==> src/rtl/arith_pkg.sv <==
// Shared types for the sequential arithmetic unit: Y-select modes and FSM states.
package arith_pkg;

  typedef enum logic [1:0] {
    MODE_ADD  = 2'b00,
    MODE_NEG  = 2'b01,
    MODE_ZERO = 2'b10,
    MODE_ONES = 2'b11
  } mode_e;

  typedef enum logic [1:0] {
    IDLE = 2'b00,
    RUN  = 2'b01,
    DONE = 2'b10
  } state_e;

endpackage

==> src/rtl/arith_slice.sv <==
// Combinational SLICE-bit adder: selects Y from B per mode, runs the ~B+1
// negate chain alongside the ripple carry, and exposes the carry into the MSB.
module arith_slice
  import arith_pkg::*;
#(
  parameter int SLICE = 2
) (
  input  logic [SLICE-1:0] a_s,
  input  logic [SLICE-1:0] b_s,
  input  mode_e            mode,
  input  logic             c_in,
  input  logic             n_in,
  output logic [SLICE-1:0] sum_s,
  output logic             c_out,
  output logic             n_out,
  output logic             c_msb
);

  // Ripple Y-select, negate chain and sum across the slice bits.
  always_comb begin
    logic c;
    logic n;
    logic y;
    c     = c_in;
    n     = n_in;
    y     = 1'b0;
    c_msb = c_in;
    sum_s = '0;
    for (int i = 0; i < SLICE; i++) begin
      unique case (mode)
        MODE_ADD:  y = b_s[i];
        MODE_NEG: begin
          y = ~b_s[i] ^ n;
          n = ~b_s[i] & n;
        end
        MODE_ZERO: y = 1'b0;
        default:   y = 1'b1;
      endcase
      if (i == SLICE - 1) c_msb = c;
      sum_s[i] = a_s[i] ^ y ^ c;
      c        = (a_s[i] & y) | (c & (a_s[i] ^ y));
    end
    c_out = c;
    n_out = n;
  end

endmodule

==> src/rtl/arith_unit_seq.sv <==
// Multi-cycle D = A + Y + Cin, processed SLICE bits per cycle LSB first,
// with valid/ready handshakes and cout/zero/ovf flags.
//
// state | meaning
// IDLE  | in_ready=1, waiting for operands
// RUN   | one slice per cycle, NSLICE cycles
// DONE  | out_valid=1, result and flags held until out_ready
module arith_unit_seq
  import arith_pkg::*;
#(
  parameter int WIDTH = 8,
  parameter int SLICE = 2
) (
  input  logic             clk,
  input  logic             rst_n,
  input  logic             clr,
  input  logic             in_valid,
  output logic             in_ready,
  input  logic [WIDTH-1:0] a,
  input  logic [WIDTH-1:0] b,
  input  logic             cin,
  input  logic [1:0]       mode,
  output logic             out_valid,
  input  logic             out_ready,
  output logic [WIDTH-1:0] d,
  output logic             cout,
  output logic             zero,
  output logic             ovf
);

  localparam int NSLICE = WIDTH / SLICE;
  localparam int KW     = (NSLICE > 1) ? $clog2(NSLICE) : 1;

  if (WIDTH < 2 || SLICE < 1 || (WIDTH % SLICE) != 0) begin : g_param_check
    $error("arith_unit_seq: WIDTH must be >= 2 and a multiple of SLICE >= 1");
  end

  state_e           state, state_nxt;
  logic [WIDTH-1:0] a_r, b_r, d_sh, sh_nxt, sum_ext;
  mode_e            mode_r;
  logic             carry, ncarry;
  logic [KW-1:0]    k;
  logic             last, load;
  logic [SLICE-1:0] sum_s;
  logic             c_out, n_out, c_msb;

  arith_slice #(.SLICE(SLICE)) u_slice (
    .a_s   (a_r[SLICE-1:0]),
    .b_s   (b_r[SLICE-1:0]),
    .mode  (mode_r),
    .c_in  (carry),
    .n_in  (ncarry),
    .sum_s (sum_s),
    .c_out (c_out),
    .n_out (n_out),
    .c_msb (c_msb)
  );

  assign last    = (state == RUN) && (k == KW'(NSLICE - 1));
  assign load    = (state == IDLE) && in_valid && !clr;
  // New sum slice enters at the top; after NSLICE shifts the result is aligned.
  assign sum_ext = WIDTH'(sum_s);
  assign sh_nxt  = (d_sh >> SLICE) | (sum_ext << (WIDTH - SLICE));

  // State register.
  always_ff @(posedge clk or negedge rst_n) begin
    if (!rst_n) state <= IDLE;
    else        state <= state_nxt;
  end

  // Next-state and handshake outputs; clr overrides every transition.
  always_comb begin
    state_nxt = state;
    in_ready  = 1'b0;
    out_valid = 1'b0;
    unique case (state)
      IDLE: begin
        in_ready = 1'b1;
        if (in_valid) state_nxt = RUN;
      end
      RUN:  if (last) state_nxt = DONE;
      DONE: begin
        out_valid = 1'b1;
        if (out_ready) state_nxt = IDLE;
      end
      default: state_nxt = IDLE;
    endcase
    if (clr) state_nxt = IDLE;
  end

  // Operand capture, per-slice shifting, and result/flag update on the last slice.
  always_ff @(posedge clk or negedge rst_n) begin
    if (!rst_n) begin
      a_r    <= '0;
      b_r    <= '0;
      mode_r <= MODE_ADD;
      carry  <= 1'b0;
      ncarry <= 1'b0;
      k      <= '0;
      d_sh   <= '0;
      d      <= '0;
      cout   <= 1'b0;
      zero   <= 1'b0;
      ovf    <= 1'b0;
    end else if (load) begin
      a_r    <= a;
      b_r    <= b;
      mode_r <= mode_e'(mode);
      carry  <= cin;
      ncarry <= (mode == MODE_NEG);
      k      <= '0;
    end else if (state == RUN && !clr) begin
      a_r    <= a_r >> SLICE;
      b_r    <= b_r >> SLICE;
      carry  <= c_out;
      ncarry <= n_out;
      d_sh   <= sh_nxt;
      k      <= k + KW'(1);
      if (last) begin
        d    <= sh_nxt;
        cout <= c_out;
        ovf  <= c_msb ^ c_out;
        zero <= (sh_nxt == '0);
      end
    end
  end

endmodule
==> config.mk <==
export PLATFORM = sky130hd
export DESIGN_NAME = arith_unit_seq
export DESIGN_NICKNAME = d
export VERILOG_FILES = /design/src/rtl/arith_pkg.sv /design/src/rtl/arith_slice.sv /design/src/rtl/arith_unit_seq.sv
export SDC_FILE = /design/constraint.sdc
export NUM_CORES = 1
export LEC_CHECK = 0
export ABC_AREA = 1
export CORE_MARGIN = 2
export CORE_UTILIZATION = 48
export CTS_BUF_LIST = sky130_fd_sc_hd__clkbuf_4
export DETAILED_ROUTE_END_ITERATION = 10
export PLACE_DENSITY = 0.87
export SKIP_LAST_GASP = 1
export SLEW_MARGIN = 0
export SYNTH_ARGS = -nofsm -noshare
export SYNTH_HDL_FRONTEND = slang
export SYNTH_HIERARCHICAL = 1
export SYNTH_SLANG_ARGS = --single-unit
export TNS_END_PERCENT = 5
==> constraint.sdc <==
create_clock -name clk -period 2.3 [get_ports clk]
set_input_delay 0.23 -clock clk [delete_from_list [all_inputs] [get_ports clk]]
set_output_delay 0.23 -clock clk [all_outputs]
set_load 0.01 [all_outputs]
==> metrics.txt <==
status complete, but fails checks; failing checks hold timing; die width 67.6 um; period utilisation layout 0.968; antenna-violating nets left 0; unrepaired setup endpoints after global routing true; CTS tree done; final hold violation count 20; # port buffers 36; Worst Hold Class in2async; Synth Cell Area 1940 um^2; cell with the most instances after synthesis nand2_1; routability cong. 0.800; ANT cells 0; max_cap viols 0; num rows 23; Cells after Synth 225; Max Freq 449 MHz; drt first pass iters 4; Post-synth ARST share 1.00; synthesized net count 254; Fin Hold WS -0.0193 ns; Root Buffer clkbuf_4; first-pass GRT wire length 6090 um; Nets 295; post-synth top area share 0.528; clock buffer depth 2; sequential share of the synthesized area 0.528; Layout area overhead 24.1%; EDFF count, synth 0; Synth warnings 6; DP Cell Count 307; num ports 37; Layout Cells excl Fill 316; Slew Limit Fails 0; critical path cell sequence ha_1, inv_1, nand3_1, nand2_1, fa_2, fa_1, inv_1, inv_2, nand4_1, nor2_1, nand2_1, nand2_1; Worst setup SP type flop; largest net degree at the start of global routing 42; largest fanout on the critical path 3; worst slew pin tran 0.876 ns; H-tree Lvls 2; core area 3940 um^2; Req. time, crit path 2.60 ns; Starting Density 0.493; synth unique cells 23; PnR worst setup slack 0.0741 ns; Hold-fix buffers, CTS 0; DR vias 1543; Setup crit end kind flop; drt total wl 3660 um; post-layout util 0.612; total global routing overflow 0; Vias/cell 4.88; DP Worst Slack 0.0477 ns; peak supply drop 0.000434 V; Power, Total 2550 uW; Synth Flop Type dfrtp_1; fillers 337; Final Critical Period 2.23 ns; Worst EP arrival 2.53 ns; top cells by area, synth dfrtp_1, nand2_1, inv_1; hpwl dp 2570 um; share of cells above drive strength 1 0.120; Max-slew headroom 0.416; initial antenna violation count 0; per-cell routed wire length 11.6 um; Worst-path clk slew 0.12 ns; count of state elements after synthesis 41; CTS buffer count 5; # DRC 0; initial drt markers 159; leading area contributor after synthesis dfrtp_1; LEAKAGE 0.00124 uW; Post-Route Skew 0.0156 ns; CTS Sinks 41; PwrDens 1060 nW/um^2; global-route usage over all layers 0.181; die area 4570 um^2; CP max stage cell fa_1; Total Neg Setup Slack 0 ns; Avg Inst Size Synth 8.64 um^2; clock latency on the worst-skew pair 0.35 ns; Setup CP Type reg2reg; number of global-route vias before repair 1418; crit-path max cell delay 0.50 ns; Post-synth top cells nand2_1, dfrtp_1, inv_1, nand3_1; Die Y 67.6 um; cell mode on critical path nand2_1; Final setup viols 0
worst max-delay path: cells and delay by family, from the launching register on:
family,cells,cell delay (ns)
fa+ha+maj,3,1.18
buf+inv,3,0.13
flops,1,0.43
simple gates,6,0.43
cell families after synthesis:
logic type                 synth area share
xor gates and xnor gates            0.00902
AOI/OAI and AO/OA                    0.0702
DFF                                   0.528
buffers and inverters                0.0843
and+or+nand+nor                       0.269
adders and majority gates            0.0399
layout make-up:
| type | instances | area [um^2] | share of cell area |
|---|---|---|---|
| clock buffers | 5 | 37.5 | 0.0156 |
| clock inverters | 2 | 35.0 | 0.0145 |
| inverters | 28 | 110 | 0.0456 |
| multi-input cells | 150 | 756 | 0.313 |
| flip-flops and latches | 41 | 1030 | 0.425 |
| well taps | 50 | 62.6 | 0.0259 |
| repair buffers | 40 | 385 | 0.160 |
final timing paths:
| kind | start | to | slack, ns | cells after the start |
|---|---|---|---|---|
| max in group asynchronous | rst_n | b_r[6] | 1.76 | 1 |
| max | ncarry | zero | 0.07 | 12 |
| min reg2reg | b_r[7] | b_r[7] | 0.49 | 2 |
| min in group clk | b[6] | b_r[6] | 0.41 | 3 |
| min | rst_n | d_sh[6] | -0.02 | 1 |
| max reg2reg | ncarry | zero | 0.07 | 12 |
placed cells by master (no fill, tap or decap):
master,n
nand2_1,93
dfrtp_1,41
clkdlybuf4s50_1,35
inv_1,24
nand3_1,15
o21ai_2,9
o21ai_0,9
nor2_1,7
clkbuf_4,5
buf_4,4
nand3_2,3
ha_1,3
inv_4,2
inv_2,2
nand4_1,2
nor2_4,1
nand2_4,1
nand2_2,1
xnor2_1,1
o211ai_1,1
a21oi_1,1
xor2_1,1
clkinv_2,1
bufinv_16,1
buf_2,1
fa_1,1
fa_2,1
registers in the layout (all words and copies together), names as in the netlist:
| name | count |
|---|---|
| carry | 1 |
| d_sh | 6 |
| a_r | 8 |
| b_r | 8 |
| k | 2 |
| cout | 1 |
| state | 2 |
| d | 8 |
| ncarry | 1 |
| zero | 1 |
| mode_r | 2 |
| ovf | 1 |
per-layer routing:
layer | part of all wire | vias up | global-route usage
met5 | 0 | - | 0
met2 | 0.50 | 59 | 0.293
li1 | - | 777 | -
met1 | 0.42 | 703 | 0.232
met4 | 0.0082 | 0 | 0.0536
met3 | 0.071 | 4 | 0.0567
power breakdown:
part | internal [uW] | total [uW] | switching (uW) | leakage [uW]
Clock | 221 | 448 | 227 | 0.0000410
Sequential | 960 | 1110 | 149 | 0.000533
Combinational | 462 | 990 | 528 | 0.000661
Total | 1640 | 2550 | 903 | 0.00124
what timing repair did:
action	CTS	global route
gates resized for setup	0	2
endpoints found under the setup margin	0	3
setup buffers	0	2
per-stage QoR:
| stage | area [um^2] | hold slack, ns |
|---|---|---|
| after floorplan | 1940 | -0.0656 |
| after global placement | 2320 | 0.399 |
| after detailed placement | 2320 | 0.406 |
| after CTS | 2390 | 0.00564 |
| after global routing | 2410 | 0.0431 |
| final | 2410 | -0.0193 |
Power figures use the tool's default switching activity.
